`src/rtl/fir_ctrl_pkg.sv`:
```
// fir_ctrl_pkg: shared constants, state encoding and coefficient index to bank/address mapping
package fir_ctrl_pkg;
  localparam int NUM_COEFF = 12;
  localparam int POS_TAPS = 7;
  localparam int NEG_TAPS = 5;
  localparam int DATA_W = 16;
  localparam int ADDR_W = 4;
  typedef enum logic [1:0] {sIdle, sLoad, sWait, sRead} state_e;
  typedef struct packed {
    logic pos;
    logic [ADDR_W-1:0] addr;
  } map_t;
  // odd idx fill the positive bank from 1, even idx the negative bank; the last word closes the positive bank
  function automatic map_t idx_map(input logic [ADDR_W-1:0] idx);
    map_t m;
    m.pos = (idx == ADDR_W'(NUM_COEFF)) | idx[0];
    m.addr = (idx == ADDR_W'(NUM_COEFF)) ? ADDR_W'(POS_TAPS) : {1'b0, idx[3:1]} + {3'b0, idx[0]};
    return m;
  endfunction
endpackage

```
`src/rtl/fir_coeff_addr_map.sv`:
```
// fir_coeff_addr_map: combinational coefficient index to {bank, address}
module fir_coeff_addr_map
  import fir_ctrl_pkg::*;
(
  input  logic [ADDR_W-1:0] idx,
  output logic              pos_bank,
  output logic [ADDR_W-1:0] addr
);
  map_t m;
  always_comb begin
    m = idx_map(idx);
    pos_bank = m.pos;
    addr = m.addr;
  end
endmodule

```
`src/rtl/fir_coeff_seq_ctrl.sv`:
```
// fir_coeff_seq_ctrl: loads FIR coefficients into the pos/neg tap banks, then sweeps both banks per sample
module fir_coeff_seq_ctrl
  import fir_ctrl_pkg::*;
(
  input  logic              iClk_12M,
  input  logic              iRsn,
  input  logic              iEnSample_600k,
  input  logic              iLoadReq,
  input  logic              iCoeffValid,
  input  logic [DATA_W-1:0] iCoeffData,
  output logic              oCoeffReady,
  output logic              oCoeffiUpdateFlag,
  output logic              oCsnRam,
  output logic              oWrnRam,
  output logic [ADDR_W-1:0] oAddrRam_pos,
  output logic [ADDR_W-1:0] oAddrRam_neg,
  output logic [DATA_W-1:0] oWrDtRam,
  output logic [5:0]        oNumOfCoeff,
  output logic              oCoeffLoaded,
  output logic              oSampleMiss
);
  state_e state_q, state_d;
  logic [ADDR_W-1:0] idx_q, idx_d, step_q, step_d, apos_q, apos_d, aneg_q, aneg_d, map_addr;
  logic [DATA_W-1:0] wrdt_q, wrdt_d;
  logic [5:0] num_q, num_d;
  logic pend_q, pend_d, ready_q, ready_d, upd_q, upd_d, csn_q, csn_d, wrn_q, wrn_d;
  logic loaded_q, loaded_d, miss_q, miss_d, map_pos, go_load;
  fir_coeff_addr_map u_map (.idx(idx_q), .pos_bank(map_pos), .addr(map_addr));
  always_comb begin
    state_d = state_q;
    idx_d = idx_q;
    step_d = step_q;
    pend_d = pend_q;
    ready_d = ready_q;
    upd_d = upd_q;
    csn_d = 1'b1;
    wrn_d = 1'b1;
    apos_d = '0;
    aneg_d = '0;
    wrdt_d = wrdt_q;
    num_d = num_q;
    loaded_d = loaded_q;
    miss_d = 1'b0;
    go_load = 1'b0;
    case (state_q)
      sIdle: begin
        miss_d = iEnSample_600k;
        go_load = iLoadReq;
      end
      sLoad: begin
        miss_d = iEnSample_600k;
        if (iCoeffValid && ready_q) begin
          csn_d = 1'b0;
          wrn_d = 1'b0;
          apos_d = map_pos ? map_addr : '0;
          aneg_d = map_pos ? '0 : map_addr;
          wrdt_d = iCoeffData;
          num_d = {2'b0, idx_q};
          idx_d = idx_q + 1'b1;
          if (idx_q == ADDR_W'(NUM_COEFF)) begin
            state_d = sWait;
            ready_d = 1'b0;
            upd_d = 1'b0;
            loaded_d = 1'b1;
          end
        end
      end
      sWait: begin
        go_load = iLoadReq;
        miss_d = iLoadReq & iEnSample_600k;
        if (!iLoadReq && iEnSample_600k) begin
          state_d = sRead;
          step_d = 4'd1;
          pend_d = 1'b0;
        end
      end
      default: begin
        miss_d = iEnSample_600k;
        pend_d = pend_q | iLoadReq;
        if (step_q == ADDR_W'(POS_TAPS)) begin
          state_d = sWait;
          go_load = pend_q | iLoadReq;
        end else begin
          step_d = step_q + 1'b1;
        end
      end
    endcase
    if (go_load) begin
      state_d = sLoad;
      idx_d = 4'd1;
      ready_d = 1'b1;
      upd_d = 1'b1;
      loaded_d = 1'b0;
      num_d = '0;
      pend_d = 1'b0;
    end
    if (state_d == sRead) begin
      csn_d = 1'b0;
      apos_d = step_d;
      aneg_d = (step_d <= ADDR_W'(NEG_TAPS)) ? step_d : '0;
    end
  end
  always_ff @(posedge iClk_12M or negedge iRsn) begin
    if (!iRsn) begin
      state_q <= sIdle;
      idx_q <= '0;
      step_q <= '0;
      pend_q <= 1'b0;
      ready_q <= 1'b0;
      upd_q <= 1'b0;
      csn_q <= 1'b1;
      wrn_q <= 1'b1;
      apos_q <= '0;
      aneg_q <= '0;
      wrdt_q <= '0;
      num_q <= '0;
      loaded_q <= 1'b0;
      miss_q <= 1'b0;
    end else begin
      state_q <= state_d;
      idx_q <= idx_d;
      step_q <= step_d;
      pend_q <= pend_d;
      ready_q <= ready_d;
      upd_q <= upd_d;
      csn_q <= csn_d;
      wrn_q <= wrn_d;
      apos_q <= apos_d;
      aneg_q <= aneg_d;
      wrdt_q <= wrdt_d;
      num_q <= num_d;
      loaded_q <= loaded_d;
      miss_q <= miss_d;
    end
  end
  assign oCoeffReady = ready_q;
  assign oCoeffiUpdateFlag = upd_q;
  assign oCsnRam = csn_q;
  assign oWrnRam = wrn_q;
  assign oAddrRam_pos = apos_q;
  assign oAddrRam_neg = aneg_q;
  assign oWrDtRam = wrdt_q;
  assign oNumOfCoeff = num_q;
  assign oCoeffLoaded = loaded_q;
  assign oSampleMiss = miss_q;
endmodule

```
`config.mk`:
```
export PLATFORM = sky130hd
export DESIGN_NAME = fir_coeff_seq_ctrl
export DESIGN_NICKNAME = d
export VERILOG_FILES = /design/src/rtl/fir_ctrl_pkg.sv /design/src/rtl/fir_coeff_addr_map.sv /design/src/rtl/fir_coeff_seq_ctrl.sv
export SDC_FILE = /design/constraint.sdc
export NUM_CORES = 1
export LEC_CHECK = 0
export ABC_AREA = 1
export BUFFER_PORTS_ARGS = -buffer_cell sky130_fd_sc_hd__buf_2
export CELL_PAD_IN_SITES_DETAIL_PLACEMENT = 1
export CELL_PAD_IN_SITES_GLOBAL_PLACEMENT = 1
export CORE_MARGIN = 2
export CORE_UTILIZATION = 40
export DETAILED_ROUTE_END_ITERATION = 10
export GPL_TIMING_DRIVEN = 0
export PLACE_DENSITY = 0.82
export SYNTH_ARGS = -nofsm -noshare
export SYNTH_HDL_FRONTEND = slang
export SYNTH_SLANG_ARGS = --single-unit
```
`constraint.sdc`:
```
create_clock -name iClk_12M -period 3 [get_ports iClk_12M]
set_clock_uncertainty 0.05 [all_clocks]
set_input_delay 0.6 -clock iClk_12M [delete_from_list [all_inputs] [get_ports iClk_12M]]
set_output_delay 0.6 -clock iClk_12M [all_outputs]
set_load 0.01 [all_outputs]
```
Word level (Yosys, flattened, before mapping)
Index checks and enable logic that the tools add are counted.

word-level totals
  register bits after elaboration = 46
  input bits = 21
  output and inout port bits = 36
  word-level logic and storage cells = 82

cells by class
  $add $sub $neg = 3
  magnitude comparators = 1
  equality and inequality tests = 7
  muxes and demuxes = 42
  bitwise logic cells = 3
  reduce and logical (&&, ||, !) cells = 13

operator list
  cell                                                             number
  2-to-1 mux 4 bit                                                 15
  2-to-1 mux 6 bit                                                 3
  2-to-1 mux 1 bit                                                 15
  2-to-1 mux 2 bit                                                 5
  adder 4 x 1 -> 4 bit (second input constant)                     2
  one-hot mux 4 bit (2 select lines)                               1
  one-hot mux 2 bit (3 select lines)                               1
  AND reduction 2 bit                                              3
  nonzero test 2 bit                                               3
  adder 3 x 1 -> 4 bit                                             1
  equality test 2 bit (second input constant)                      2
  equality test 4 x 3 -> 1 bit (second input constant)             1
  equality test 4 bit (second input constant)                      1
  less-or-equal comparator 4 x 3 -> 1 bit (second input constant)  1
  one-hot mux 1 bit (2 select lines)                               2
  OR reduction 2 bit                                               2
  != test 3 bit (second input constant)                            1
  AND reduction 3 bit                                              1
  equality test 2 x 1 -> 1 bit (second input constant)             1
  logical AND 1 bit                                                2
  zero test 2 bit                                                  1
  != test 2 x 1 -> 1 bit (second input constant)                   1
  bitwise OR 1 bit                                                 2
  bitwise AND 1 bit                                                1
  zero test 1 bit                                                  1

Logic depth before layout (Yosys ltp)
Gate-level depths: netlist of run 1.

  depth in word-level cells = 7
  depth in mapped cells = 9
  mapped depth without buffers = 9

Modules after synthesis
A second synthesis of run 1 with hierarchy kept.

second synthesis, totals
  cell total of the unflattened synthesis = 236
  area, all modules = 2029.4 sq um

modules (own cells, without submodules)
  module              times used  cells each  area an instance (sq um)  seq. area each (sq um)
  fir_coeff_seq_ctrl  1           217         1918.1                    1103.6
  fir_coeff_addr_map  1           19          111.4                     0.0

Worst setup path before layout of run 1
No wires, ideal clock.

  path kind = input port to flip-flop
  start point = in iCoeffValid
  end point = reg wrdt_q[10] (netlist: oWrDtRam[10])
  setup time = 117 ps
  arrival time = 1264 ps
  required time = 2833 ps
  slack = 1569 ps
  stages = 6
  path buffers = 1
  path through = nand2_1 -> nor2_8 -> inv_2 -> buf_2 -> nand2_1 -> nand2_1

between the ends
  word-level cells in the longest chain between the ends = 2

ends and longest elaborated chain
  element                               line                       RTL
  start, declared                       fir_coeff_seq_ctrl.sv:9    input logic iCoeffValid,
  logical AND 1 bit                     fir_coeff_seq_ctrl.sv:52   if (iCoeffValid && ready_q) begin
  AND reduction 2 bit (no source line)  n/a
  end signal, assigned                  fir_coeff_seq_ctrl.sv:130  wrdt_q <= wrdt_d;
  end, declared                         fir_coeff_seq_ctrl.sv:24   logic [DATA_W-1:0] wrdt_q, wrdt_d;

Every way passes these cells.
A chain may end at the register's enable or synchronous reset.

Worst setup path after layout of run 1
  start point = reg upd_q (netlist: oCoeffiUpdateFlag)
  end point = out oCoeffiUpdateFlag

RTL lines
  element                 line                       RTL
  start, declared         fir_coeff_seq_ctrl.sv:26   logic pend_q, pend_d, ready_q, ready_d, upd_q, upd_d, csn_q, csn_d, wrn_q, wrn_d;
  start signal, assigned  fir_coeff_seq_ctrl.sv:125  upd_q <= upd_d;
  end, declared           fir_coeff_seq_ctrl.sv:12   output logic oCoeffiUpdateFlag,

No word-level cell between the ends.

==> results.tsv, run 1 <==
stage	metric	value	unit
run_status	outcome	completed	
clocking	postcts setup bufs	0	
clocking	cts hold-fix bufs	0	
synth	synth warn	0	
layout	post-layout net count	308	
grt	initial antenna violation count	0	
route	DRT iter0 DRCs	38	
timing	slew margin rel.	0.354	
clocking	worst skew pair latency	0.29	ns
grt	GRT Total Usage	0.181	
clocking	H-tree depth	2	
synth	Synth Area in Simple Gates	0.255	
critical_path	crit path buf inv count	2	
floorplan	Die Y	74.0	um
timing	Slew Limit Fails	0	
route	detailed-route via count	1617	
critical_path	Crit Path Class	flop to output pin	
critical_path	peak fanout along the critical path	4	
clocking	cts repair resizes	0	
layout	sequential cell area	0.00110	mm2
layout	Multi-input gate area	724	um2
timing	Final setup viols	0	
synth	Mapped Cells	221	
critical_path	FF-to-FF Start	step_q[1]	
synth	sequential area share after synthesis	0.563	
critical_path	crit start category	flop	
clocking	CTS Sinks	44	
timing	Fin. Hold Viols	0	
route	drt total wl	4620	um
critical_path	critical path arrival	0.96	ns
power_and_ir_drop	Power Density	988	mW/mm2
floorplan	die area	0.00548	mm2
placement	hpwl dp	3410	um
timing	setup TNS	0	ns
synth	largest family of logic cells by synthesized area	simple AND/OR/NAND/NOR gates	
clocking	CTS root buf	clkbuf_8	
grt	largest net degree at the start of global routing	45	
critical_path	CP cell instances	buf_4 > buf_2	
clocking	clock buffer count from CTS	5	
power_and_ir_drop	IR drop worst, VDD	0.374	mV
critical_path	Crit path required time	2.35	ns
route	DR pass1 iterations	4	
placement	Port Buffer Count	54	
critical_path	Critical-path top delay cell	dfrtp_1	
floorplan	Die Wd	74.0	um
floorplan	row count	25	
layout	fill count	585	
grt	grt ovf	0	
synth	Post-Synth XOR/XNOR Area	0.00893	
clocking	CTS max path bufs	2	
synth	area leader, netlist	dfrtp_1	
synth	synth unique cells	28	
route	DR WL/cell	13.2	um
layout	final core occ	0.514	
job	Max Cap Viol	0	
synth	synthesized cell area	0.00196	mm2
floorplan	core area	0.00472	mm2
critical_path	CP delay by family, top	flip-flops	
layout	most frequent cells in the layout	82 x nand2_1, 57 x buf_2, 42 x dfrtp_1	
floorplan	initial core utilization	0.415	
synth	Yosys top cell area share	0.536	
layout	Area Overhead vs Synth	23.7	%
timing	Worst-Margin Slew	0.969	ns
synth	mux cell area share after synthesis	0	
timing	post-route minimum period	1.61	ns
timing	RSZ-0062 raised after global routing	no	
critical_path	worst r2r path cells	8	
layout	most common cell after layout, fill and taps aside	nand2_1	
clocking	clock slew at reported path FFs	0.08	ns
critical_path	Crit path depth	2	
critical_path	r2r setup slk	1.42	ns
critical_path	Max stage delay on crit path	0.41	ns
clocking	TritonCTS clock tree	built	
synth	Post-Synth Adder-Cell Area	0.0255	
grt	vias in the first global route	1607	
min_path	HP Class	primary input to async pin	
floorplan	IO Pins	57	
synth	syn avg cell area	8.88	um2
power_and_ir_drop	Pleak	1.41	nW
timing	fmax	620	MHz
route	drt drc	0	
synth	Seq cells post-synth	44	
critical_path	CP Capture Type	output pin	
critical_path	worst reg2reg endpoint	idx_q[1]	
layout	# diodes	0	
timing	final worst-path cycle share	0.538	
route	Antenna Nets Post-Route	0	
placement	Final GP Congestion	0.808	
synth	post-synthesis compound-gate area fraction	0.0759	
route	Vias/cell	4.61	
grt	first-pass GRT wire length	7580	um
synth	Area contributors post-synth	dfrtp_1 54%, nand2_1 16%, inv_1 4.0%, o21ai_0 3.1%, dfstp_2 2.7%	
layout	share of cells above drive strength 1	0.296	
-- how the worst max path moves through the flow --
stage / from / end / slack (ns)
4_1_cts: oCoeffiUpdateFlag / oCoeffiUpdateFlag / 1.37
3_5_place_dp: iCoeffValid / oAddrRam_neg[1] / 1.33
2_1_floorplan: iCoeffValid / oWrDtRam[10] / 1.57
5_1_grt: step_q[1] / idx_q[1] / 1.20
6_report: oCoeffiUpdateFlag / oCoeffiUpdateFlag / 1.39
3_3_place_gp: iCoeffValid / oWrDtRam[11] / 1.37
-- per-layer routing --
layer  vias to the layer above  share of wire  GRT usage
li1                        810              -          -
met1                       768           0.44      0.233
met2                        35           0.52      0.303
met3                         4          0.035     0.0434
met4                         0         0.0078     0.0586
met5                         -              0          0
-- Yosys cell counts, drive strengths merged --
master	number
o21ai	15
a21boi	1
inv	23
conb	1
nor3	2
dfrtp	42
nand3	10
nand2	87
xor2	2
o2111ai	1
o21a	1
buf	7
nor2	13
nand4	3
dfstp	2
a21oi	7
ha	4
-- metrics by stage --
stage	instance area [um2]	cells	setup WS [ns]	power, mW	hold slack (ns)
floorplan	1970	222	1.57	1.61	0.254
global placement	2320	343	1.37	1.93	0.398
detailed placement	2320	343	1.33	1.98	0.404
CTS	2430	351	1.37	2.44	0.424
global route	2430	351	1.20	2.60	0.443
finish	2430	351	1.39	2.40	0.405
-- worst register-to-register path: cells and delay by family, from the launching register on --
| kind | cells | cell delay (ns) |
|---|---|---|
| AOI/OAI and AO/OA | 3 | 0.36 |
| adders and majority gates | 1 | 0.23 |
| buffers and inverters | 1 | 0.08 |
| and+or+nand+nor | 3 | 0.33 |
| DFF | 1 | 0.43 |
-- logic make-up (layout without fill, tap and decap cells) --
group,count (synthesis),in the layout
AOI/OAI and AO/OA,25,25
DFF,44,44
buffers and inverters,30,92
adders and majority gates,4,4
and+or+nand+nor,115,115
other,1,2
xor gates and xnor gates,2,2
-- sequential cells by signal, indices dropped and copies added, names as in the netlist --
register,count
state_q,2
oSampleMiss,1
oWrDtRam,16
pend_q,1
oWrnRam,1
step_q,4
oCsnRam,1
oNumOfCoeff,4
idx_q,4
oCoeffiUpdateFlag,1
oCoeffLoaded,1
oAddrRam_pos,4
oAddrRam_neg,4
-- area by class of cell --
cell class                 instances  area share
sequential                        44       0.455
multi-input combinational        148       0.298
timing repair buffer              54       0.111
inverter                          23      0.0366
tap                               67      0.0345
clock buffer                       6      0.0299
buffer                             7      0.0201
clock inverter                     2      0.0144
-- power by group --
group	internal, mW	switching [mW]	total [mW]
combinational	0.367	0.598	0.965
sequential	0.838	0.152	0.989
clock	0.247	0.197	0.444
total	1.45	0.946	2.40
Note: power is estimated with default switching activity, not from simulation.
==> run 2, diff against run 1 <==
- ABC_AREA: 1 -> 0
- CORE_UTILIZATION: 40 -> 34
- PLACE_DENSITY: 0.82 -> 0.73
- clock period: 3 -> 1.3 ns (I/O delays scaled with it)
==> run 2 against run 1 <==
- the flow now finishes with violations (negative setup slack)
- core utilization increased by 0.29 points
- sequential power is 130% higher
- clock power grew 100%
- total power grew to 3.0 times the previous value
- sequential cell count unchanged
- largest power group is now combinational cells
- via count increased by 15%
- global-route usage up 0.85 points
==> results.tsv, run 2 <==
stage	metric	value	unit	change
critical_path	Max stage delay on crit path	0.40	ns	about the same
grt	GRT Total Usage	0.190		+0.00850
synth	Area contributors post-synth	dfrtp_1 52%, nand2_1 14%, a21oi_1 4.7%, dfstp_2 2.6%, ha_1 2.5%		
floorplan	core area	0.00582	mm2	+23%
route	DR WL/cell	15.9	um	+20%
power_and_ir_drop	clock power share	0.123		-0.062
clocking	CTS Sinks	44		unchanged
floorplan	Die Wd	81.0	um	+9.4%
placement	Port Buffer Count	54		unchanged
timing	Final setup viols	43		+43
critical_path	CP delay by family, top	simple AND/OR/NAND/NOR gates		
synth	Commonest cells post-synth	77 x nand2_1, 42 x dfrtp_1, 19 x a21oi_1, 8 x nor2_1, 7 x buf_2		
power_and_ir_drop	Pleak	1.49	nW	+5.7%
floorplan	row count	28		+12%
placement	placed insts	348		+1.5%
power_and_ir_drop	sw frac	0.409		+0.0139
synth	synth warn	0		unchanged
clocking	cts hold-fix bufs	0		unchanged
critical_path	CP cell instances	ha_4 > nand3b_4 > or2_4 > buf_6 > a31oi_1 > o21ai_1		
synth	Post-synth EDFFs	0		unchanged
timing	slew margin rel.	0.345		-0.00886
route	DRT iter0 DRCs	107		+180%
layout	Area Overhead vs Synth	49.2	%	
synth	area leader, netlist	dfrtp_1		
grt	grt ovf	0		unchanged
clocking	TritonCTS clock tree	built		
timing	post-route minimum period	1.59	ns	
clocking	worst skew pair latency	0.30	ns	about the same
route	detailed-route via count	1853		+15%
clocking	clock buffer count from CTS	5		unchanged
synth	Mapped Cells	218		-1.4%
timing	final worst-path cycle share	1.22		
timing	RSZ-0062 raised after global routing	yes		
synth	syn avg cell area	9.24	um2	+4.1%
run_status	failing checks	negative setup slack		
synth	sequential area share after synthesis	0.548		-0.0147
route	drt drc	0		unchanged
power_and_ir_drop	IR drop worst, VDD	0.915	mV	+140%
critical_path	worst r2r path cells	6		-2
synth	synthesized cell area	0.00201	mm2	+2.7%
route	Antenna Nets Post-Route	0		unchanged
power_and_ir_drop	combinational share of power	0.559		+0.157
power_and_ir_drop	Sequential Power Share	0.317		-0.096
min_path	HP Class	primary input to async pin		
layout	max reg flops	16		unchanged
placement	Final GP Congestion	0.784		-3.0%
critical_path	peak fanout along the critical path	8		+4
placement	Place WS	-0.511	ns	-1.84 ns
timing	Worst-Margin Slew	0.983	ns	+0.0133 ns
layout	post-layout net count	328		+6.5%
floorplan	IO Pins	57		unchanged
layout	# diodes	0		unchanged
layout	fill count	711		+22%
job	Max Cap Viol	0		unchanged
synth	cell with the most instances after synthesis	nand2_1		
synth	Seq cells post-synth	44		unchanged
grt	largest net degree at the start of global routing	45		unchanged
layout	non-filler cells, final	379		+8.0%
layout	share of cells above drive strength 1	0.513		+0.217
layout	post-route design area	0.00301	mm2	+24%
timing	fmax	629	MHz	
timing	Fin. Hold Viols	0		unchanged
layout	most frequent cells in the layout	58 x nand2_1, 55 x buf_2, 40 x dfrtp_1		
floorplan	initial core utilization	0.346		-0.0690
run_status	outcome	finished with violations		
critical_path	Crit path depth	6		+4
floorplan	die area	0.00656	mm2	+20%
placement	area of placed instances	0.00252	mm2	+8.6%
critical_path	crit start category	flop		
clocking	clock slew at reported path FFs	0.09	ns	about the same
critical_path	crit path buf inv count	1		-1
route	DR pass1 iterations	4		unchanged
clocking	CTS root buf	clkbuf_8		
synth	Synth Flop Type	dfrtp_1		
synth	Yosys top cell area share	0.522		-0.0140
power_and_ir_drop	Internal	4.28	mW	+190%
clocking	H-tree depth	2		unchanged
critical_path	CP Capture Type	flop		
floorplan	Die Y	81.0	um	+9.4%
grt	initial antenna violation count	0		unchanged
critical_path	Critical-path top delay cell	dfrtp_2		
timing	Slew Limit Fails	0		unchanged
route	Vias/cell	4.89		+6.1%
critical_path	critical path arrival	1.72	ns	+0.76 ns
route	drt total wl	6010	um	+30%
synth	synth unique cells	39		+39%
power_and_ir_drop	Power Density	2410	mW/mm2	+140%
timing	setup ws final	-0.290	ns	-1.68 ns
placement	hpwl dp	3630	um	+6.3%
grt	first-pass GRT wire length	9360	um	+23%
clocking	CTS max path bufs	2		unchanged
layout	most common cell after layout, fill and taps aside	nand2_1		
critical_path	Crit Path Class	flop to flop		
critical_path	Crit path required time	1.43	ns	-0.92 ns
power_and_ir_drop	P_sw	2.96	mW	+210%
synth	Post-synth ARST share	1.00		unchanged
grt	vias in the first global route	1890		+18%
-- run 2: changes by cell type after synthesis, sizes merged, moves of 5 or more --
cell / change
inv: -18
nor2: -5
o21ai: -9
nand3: -6
buf: +5
nand2: -10
a21oi: +13
-- run 2: layout make-up --
| type | count | area (um2) | area share |
|---|---|---|---|
| well taps | 75 | 93.8 | 0.0312 |
| clock buffers | 6 | 82.6 | 0.0275 |
| clock inverters | 2 | 10.0 | 0.00333 |
| multi-input cells | 155 | 1030 | 0.341 |
| repair buffers | 79 | 527 | 0.175 |
| plain buffers | 13 | 134 | 0.0445 |
| inverters | 5 | 26.3 | 0.00874 |
| flip-flops and latches | 44 | 1110 | 0.368 |
-- run 2: logic make-up after synthesis --
logic type,synth area share
adders and majority gates,0.0248
buffers and inverters,0.0509
other,0.00186
and+or+nand+nor,0.235
DFF,0.548
xor gates and xnor gates,0.0130
AOI/OAI and AO/OA,0.126
-- run 2: timing repair --
action	in CTS	in global routing
gates cloned	2	1
buffers inserted	17	5
endpoints found under the setup margin	43	43
gates resized for setup	48	9
pin swaps	25	2
-- run 2: per-layer routing --
| metal | part of all wire | wire length, um | global-route usage | up-vias |
|---|---|---|---|---|
| met2 | 0.51 | 3050 | 0.328 | 45 |
| met4 | 0.018 | 109 | 0.0729 | 0 |
| met5 | 0 | 0 | 0 | - |
| li1 | - | - | - | 887 |
| met1 | 0.43 | 2590 | 0.229 | 914 |
| met3 | 0.044 | 267 | 0.0444 | 7 |
-- run 2: final timing paths --
check	start	slack [ns]	endpoint
setup / recovery	step_q[1]	-0.29	state_q[0]
hold / removal	iRsn	0.07	oAddrRam_pos[1]
setup reg to reg	step_q[1]	-0.29	state_q[0]
hold reg to reg	oWrDtRam[9]	0.43	oWrDtRam[9]
max in group asynchronous	iRsn	0.47	step_q[1]
min in group iClk_12M	iCoeffData[2]	0.11	oWrDtRam[2]
-- run 2: through the flow --
stage / hold slack (ns) / setup TNS, ns / util / power (mW)
after floorplan: -0.0856 / -5.99 / - / 4.25
after global placement: 0.394 / -14.09 / 0.433 / 5.14
after detailed placement: 0.405 / -15.06 / 0.433 / 5.26
after CTS: 0.0937 / -6.24 / 0.504 / 7.10
after global routing: 0.106 / -10.11 / 0.517 / 7.81
final: 0.0685 / -6.91 / 0.517 / 7.24
-- run 2: power groups by stage --
stage	sequential (mW)	combinational, mW	clock (mW)
4_1_cts	2.29	3.89	0.925
3_3_place_gp	2.29	2.86	0
5_1_grt	2.37	4.45	0.982
6_report	2.30	4.05	0.892
3_5_place_dp	2.31	2.95	0
2_1_floorplan	2.49	1.77	0
